===== config.mk =====
export PLATFORM = sky130hd
export DESIGN_NAME = spy_bus_master
export DESIGN_NICKNAME = d
export VERILOG_FILES = /design/src/rtl/spy_bus_master.sv
export SDC_FILE = /design/constraint.sdc
export NUM_CORES = 1
export LEC_CHECK = 0
export CORE_ASPECT_RATIO = 1.5
export CORE_MARGIN = 1.5
export CORE_UTILIZATION = 52
export CTS_CLUSTER_DIAMETER = 120
export DETAILED_ROUTE_END_ITERATION = 16
export GPL_TIMING_DRIVEN = 0
export PLACE_DENSITY = 0.95
export RECOVER_POWER = 25
export REMOVE_ABC_BUFFERS = 1
export SLEW_MARGIN = 20
export SYNTH_ARGS = -nofsm -noshare
export SYNTH_HDL_FRONTEND = slang
export SYNTH_SLANG_ARGS = --single-unit

===== constraint.sdc =====
create_clock -name clk -period 4.6 [get_ports clk]
set_clock_uncertainty 0.15 [all_clocks]
set_input_delay 0.69 -clock clk [delete_from_list [all_inputs] [get_ports clk]]
set_output_delay 0.69 -clock clk [all_outputs]
set_load 0.01 [all_outputs]

===== src/rtl/spy_bus_master.sv =====
// rtl/spy_bus_master.sv - CADR spy/debug bus master: command/response to dbread/dbwrite strobes
//
// Purpose: accepts one command at a time (read or write of a spy register),
// drives registered dbread/dbwrite/eadr/spy_out for STROBE_LEN cycles, samples
// spy_in RD_LAT cycles after the first read strobe cycle, and returns one
// response word per beat. Each beat ends with a one-cycle bus-idle GAP.
//
// Optional feature macro: SPY_BURST_EN. When defined, cmd_len exists and a
// read performs cmd_len+1 beats at consecutive addresses (mod 2^AW).
//
// Ports:
//   clk, reset_n           clock, asynchronous active-low reset
//   cmd_valid/cmd_ready    command handshake (cmd_ready high only in IDLE)
//   cmd_write/addr/wdata   command fields; cmd_len only with SPY_BURST_EN
//   rsp_valid/rsp_ready    response handshake, response held until accepted
//   rsp_write/last/rdata   response fields
//   spy_in                 read data from the CPU spy register file
//   spy_out, dbread,       registered spy bus outputs, all zero outside
//   dbwrite, eadr          the strobe cycles
module spy_bus_master #(
   parameter int DW         = 16,
   parameter int AW         = 4,
   parameter int STROBE_LEN = 1,
   parameter int RD_LAT     = 1,
   parameter int LW         = 4
) (
   input  logic          clk,
   input  logic          reset_n,
   input  logic          cmd_valid,
   output logic          cmd_ready,
   input  logic          cmd_write,
   input  logic [AW-1:0] cmd_addr,
   input  logic [DW-1:0] cmd_wdata,
`ifdef SPY_BURST_EN
   input  logic [LW-1:0] cmd_len,
`endif
   output logic          rsp_valid,
   input  logic          rsp_ready,
   output logic          rsp_write,
   output logic          rsp_last,
   output logic [DW-1:0] rsp_rdata,
   input  logic [DW-1:0] spy_in,
   output logic [DW-1:0] spy_out,
   output logic          dbread,
   output logic          dbwrite,
   output logic [AW-1:0] eadr
);

   // Counter spans 1..RD_LAT (RD_LAT >= STROBE_LEN), one spare code for headroom.
   localparam int CW = $clog2(RD_LAT + 2);
   localparam logic [CW-1:0] STROBE_END = CW'(STROBE_LEN);
   localparam logic [CW-1:0] SAMPLE_AT  = CW'(RD_LAT);

   typedef enum logic [2:0] {
      IDLE   = 3'd0,
      STROBE = 3'd1,
      WAIT   = 3'd2,
      RESP   = 3'd3,
      GAP    = 3'd4
   } state_t;

   state_t        state;
   state_t        next_state;
   logic [CW-1:0] cnt;
   logic          is_write;
   logic [AW-1:0] addr;
   logic [DW-1:0] wdata;
   logic [LW-1:0] len_left;
   logic [LW-1:0] len_in;

   logic          accept;
   logic          sample;
   logic          beat_write;
   logic [AW-1:0] beat_addr;
   logic [DW-1:0] beat_wdata;

   logic          nxt_cmd_ready;
   logic          nxt_dbread;
   logic          nxt_dbwrite;
   logic [AW-1:0] nxt_eadr;
   logic [DW-1:0] nxt_spy_out;
   logic          nxt_rsp_valid;
   logic          nxt_rsp_write;
   logic          nxt_rsp_last;
   logic [DW-1:0] nxt_rsp_rdata;

`ifdef SPY_BURST_EN
   assign len_in = cmd_len;
`else
   // Without bursts the remaining-beat count is always zero, so every
   // response is the last one.
   assign len_in = '0;
`endif

   assign accept = cmd_valid && cmd_ready && (state == IDLE);

   // Sample edge for reads; for writes the same edge just raises the ack.
   assign sample = (next_state == RESP) && ((state == STROBE) || (state == WAIT));

   // State register plus the per-command datapath registers.
   always_ff @(posedge clk or negedge reset_n) begin
      if (!reset_n) begin
         state    <= IDLE;
         cnt      <= '0;
         is_write <= 1'b0;
         addr     <= '0;
         wdata    <= '0;
         len_left <= '0;
      end else begin
         state <= next_state;
         if (accept) begin
            is_write <= cmd_write;
            wdata    <= cmd_wdata;
            len_left <= cmd_write ? '0 : len_in;
         end else if ((state == GAP) && (next_state == STROBE)) begin
            len_left <= len_left - 1'b1;
         end
         if (next_state == STROBE) begin
            addr <= beat_addr;
         end
         // cnt holds the index (1-based) of the current cycle within the beat.
         if ((next_state == STROBE) && (state != STROBE)) begin
            cnt <= CW'(1);
         end else if ((state == STROBE) || (state == WAIT)) begin
            cnt <= cnt + 1'b1;
         end
      end
   end

   // Next-state logic.
   always_comb begin
      next_state = state;
      case (state)
         IDLE: begin
            if (accept) next_state = STROBE;
         end
         STROBE: begin
            if (cnt == STROBE_END) begin
               if (is_write || (cnt == SAMPLE_AT)) next_state = RESP;
               else                                next_state = WAIT;
            end
         end
         WAIT: begin
            if (cnt == SAMPLE_AT) next_state = RESP;
         end
         RESP: begin
            if (rsp_ready) next_state = GAP;
         end
         GAP: begin
            if (len_left != '0) next_state = STROBE;
            else                next_state = IDLE;
         end
         default: next_state = IDLE;
      endcase
   end

   // Output logic: values the registered outputs take at the coming edge.
   always_comb begin
      // Beat parameters come straight from the command on accept, and from
      // the incremented address when a burst starts its next beat.
      beat_write = is_write;
      beat_addr  = addr;
      beat_wdata = wdata;
      if (state == IDLE) begin
         beat_write = cmd_write;
         beat_addr  = cmd_addr;
         beat_wdata = cmd_wdata;
      end else if (state == GAP) begin
         beat_addr = addr + 1'b1;
      end

      nxt_cmd_ready = (next_state == IDLE);
      nxt_dbread    = (next_state == STROBE) && !beat_write;
      nxt_dbwrite   = (next_state == STROBE) && beat_write;
      nxt_eadr      = (next_state == STROBE) ? beat_addr : '0;
      nxt_spy_out   = ((next_state == STROBE) && beat_write) ? beat_wdata : '0;

      nxt_rsp_valid = (next_state == RESP);
      nxt_rsp_write = 1'b0;
      nxt_rsp_last  = 1'b0;
      nxt_rsp_rdata = '0;
      if (sample) begin
         nxt_rsp_write = is_write;
         nxt_rsp_last  = (len_left == '0);
         nxt_rsp_rdata = is_write ? '0 : spy_in;
      end else if (next_state == RESP) begin
         nxt_rsp_write = rsp_write;
         nxt_rsp_last  = rsp_last;
         nxt_rsp_rdata = rsp_rdata;
      end
   end

   // Registered outputs; reset clears the bus and discards any pending response.
   always_ff @(posedge clk or negedge reset_n) begin
      if (!reset_n) begin
         cmd_ready <= 1'b0;
         dbread    <= 1'b0;
         dbwrite   <= 1'b0;
         eadr      <= '0;
         spy_out   <= '0;
         rsp_valid <= 1'b0;
         rsp_write <= 1'b0;
         rsp_last  <= 1'b0;
         rsp_rdata <= '0;
      end else begin
         cmd_ready <= nxt_cmd_ready;
         dbread    <= nxt_dbread;
         dbwrite   <= nxt_dbwrite;
         eadr      <= nxt_eadr;
         spy_out   <= nxt_spy_out;
         rsp_valid <= nxt_rsp_valid;
         rsp_write <= nxt_rsp_write;
         rsp_last  <= nxt_rsp_last;
         rsp_rdata <= nxt_rsp_rdata;
      end
   end

endmodule


==> results.yml <==
synth:
  synth-edff-count: 0
  synth_seq_cells: 72
  synth_cell_types: 40
  async_reset_ff_share_pct: 100
  yosys_warnings: 0
  avgSynthCellArea_um2: 10.4
  syn_inst: 297
  synth_area_mm2: 0.00309
  seq_area_frac_synth_pct: 58.3
  ys.flop_type: "dfrtp_1"
clocking:
  cts_tree: "built"
  clkLatencyLatePin_ns: 0.34
  ctsHtreeMaxLevel: 3
  postCtsSetupRepairBufs: 0
  cts_buffers: 9
  path_clk_slew_ns: 0.08
  cts_resized: 0
  root_buffer: "clkbuf_8"
  postCtsHoldBufs: 0
  clock-sinks: 72
  cts_buffer_depth: 2
routing:
  drt-pass1-iter-count: 5
  routed_wl_um: 6950
  drtAntennaViolNets: 0
  drcViolationCount: 0
  detailroute.via_count: 2456
  first_iter_violations: 120
  detail_route.wl_per_cell_um: 15.3
  routed_via_density: 5.42
floorplan:
  num_rows: 34
  dieArea_mm2: 0.00642
  die_h_um: 97.4
  start_util_pct: 53.4
  core_mm2: 0.00579
  num_io_pins: 83
  die_w_um: 65.9
run:
  drv_cap: 1
worst_setup_path:
  start_kind: "register"
  crit_path_end_kind: "register"
  r2r_end: "addr[3]$_DFFE_PN0N_"
  r2r-start: "state[2]$_DFF_PN0_"
  path_max_fanout: 23
  arrival_ns: 2.87
  critical_path_required_ns: 4.62
  cp_slowest_cell: "nand3_1"
  cp_num_buf_inv: 0
  path_cells: "nor3_2 -> nand3_1 -> o22ai_1 -> a21oi_1"
  crit_type: "reg2reg"
  reg2reg_depth: 4
  reg2reg_slack_ns: 1.75
  cp_slowest_stage_delay_ns: 0.71
  crit_family: "simple AND/OR/NAND/NOR gates"
power_and_ir_drop:
  power_density_mw_per_mm2: 627
  vdd.ir_drop.worst_uv: 366
  p_total_mw: 2.61
  p_leak_nw: 1.87
cells_and_area:
  drive_gt1_share_pct: 10.5
  area_delta_synth_final_pct: 35.0
  nets: 422
  final_common_cell: "nand2_1"
  diodes: 0
  final_cell_count_no_fill: 453
  fill_cells: 435
  layout_common_cells: "nand2_1, clkdlybuf4s50_1, dfrtp_1, a21oi_1, a22o_1"
outcome:
  status: "finished with violations"
  violations: "capacitance limit, slew limit"
global_routing:
  track_usage_pct: 23.1
  grt_max_degree: 43
  overflow: 0
  grt_pass1_wl_um: 11200
  antenna_found_initial: 0
  grt_pass1_vias: 2509
placement:
  gp_congestion: 0.862
  port_buffers: 82
  numPlacedInstances: 438
  hpwl_um: 4950
hold_path:
  hp-class: "reg2reg"
  min_to: "wdata[8]$_DFFE_PN0P_"
  whs_path_depth: 2
  hp-start: "wdata[8]$_DFFE_PN0P_"
timing:
  finalMaxSlewViolations: 31
  setup_viol: 0
  rsz0062_at_grt: "no"
  worst_pin_slew_ns: 1.68
  finalSetupTns_ns: 0
  period_minus_slack_ns: 2.85
  fin_crit_sh_pct: 61.9
  finalHoldViolCount: 0
  fmax_mhz: 351
  slew_headroom_pct: -12.0
==> Yosys cell counts (2+ instances only) <==
cell type  instances  area [um^2]
clkbuf_1           5         18.8
nor2_2             2         12.5
or3b_2             2         17.5
nor3_1             4         20.0
a21oi_1           18         90.1
a22o_1            16          140
a22oi_1            2         15.0
mux2i_1            2         20.0
xnor2_1            2         17.5
buf_2              6         30.0
and3_1             2         12.5
nand3_1            4         20.0
o21ai_0            5         25.0
xor2_1             2         17.5
mux2_2             3         33.8
buf_6              4         45.0
a21oi_2            9         78.8
dfrtp_1           72         1800
nor3b_1            5         37.5
nand2_1           90          338
inv_1              5         18.8
nor2_1            13         48.8
ha_1               4         50.1
o22ai_1            4         25.0
==> worst register-to-register path, stage by stage, from the launching register on <==
cell,delay (ns)
dfrtp_1,0.67
nor3_2,0.67
nand3_1,0.71
o22ai_1,0.41
a21oi_1,0.08
==> routing by layer <==
metal,routed length (um),part of all wire (%),global-route usage [%]
met1,2670,38,25.8
met2,3760,54,39.9
met3,348,5.0,5.10
met4,171,2.5,12.2
met5,0,0,0
==> kinds of logic (layout without fill, tap and decap cells) <==
| family | after synthesis | in the layout | share of synthesized area (%) |
|---|---|---|---|
| multiplexers | 5 | 5 | 1.74 |
| buffers and inverters | 21 | 105 | 3.89 |
| flip-flops | 72 | 72 | 58.3 |
| AO/OA/AOI/OAI | 61 | 61 | 15.1 |
| AND/OR/NAND/NOR | 130 | 130 | 18.3 |
| XOR/XNOR | 4 | 4 | 1.13 |
| adder cells (fa/ha/maj) | 4 | 4 | 1.62 |
==> report_power, final <==
| group | total [mW] | switching, mW | internal (mW) |
|---|---|---|---|
| combinational | 1.06 | 0.573 | 0.489 |
| clock | 0.542 | 0.225 | 0.317 |
| sequential | 1.01 | 0.165 | 0.846 |
==> how the worst max path moves through the flow <==
stage,from,end,slack [ns],cells after the start
finish,state[2]$_DFF_PN0_,addr[3]$_DFFE_PN0N_,1.75,4
global route,state[2]$_DFF_PN0_,addr[3]$_DFFE_PN0N_,1.53,4
CTS,state[2]$_DFF_PN0_,addr[3]$_DFFE_PN0N_,1.75,4
detailed placement,state[2]$_DFF_PN0_,spy_out[3]$_DFF_PN0_,1.78,4
global placement,state[2]$_DFF_PN0_,addr[2]$_DFFE_PN0N_,0.33,4
floorplan,state[2]$_DFF_PN0_,addr[2]$_DFFE_PN0N_,1.58,4
==> layout make-up <==
cell class	instances	area, um^2	share of cell area, %
clock buffer	10	138	3.30
tap	72	90.1	2.16
timing repair buffer	85	853	20.5
inverter	5	18.8	0.450
multi-input combinational	204	1190	28.5
clock inverter	5	81.3	1.95
sequential	72	1800	43.2
==> state kept, by name, summed over array words and instances, names as in the netlist, 2 cells and up <==
name	count
rsp_rdata	16
eadr	4
wdata	16
state	3
len_left	4
cnt	2
addr	4
spy_out	16
==> stage by stage <==
step | hold slack [ns] | area, um^2 | setup slack, ns | util [%]
2_1_floorplan | 0.244 | 2990 | 1.58 | -
5_1_grt | 0.355 | 4170 | 1.53 | 72.1
3_5_place_dp | 0.312 | 3960 | 1.78 | 68.4
3_3_place_gp | 0.307 | 3900 | 0.325 | 67.4
4_1_cts | 0.127 | 4180 | 1.75 | 72.2
6_report | 0.329 | 4170 | 1.75 | 72.1
No activity file was read; power rests on OpenSTA's default activity.
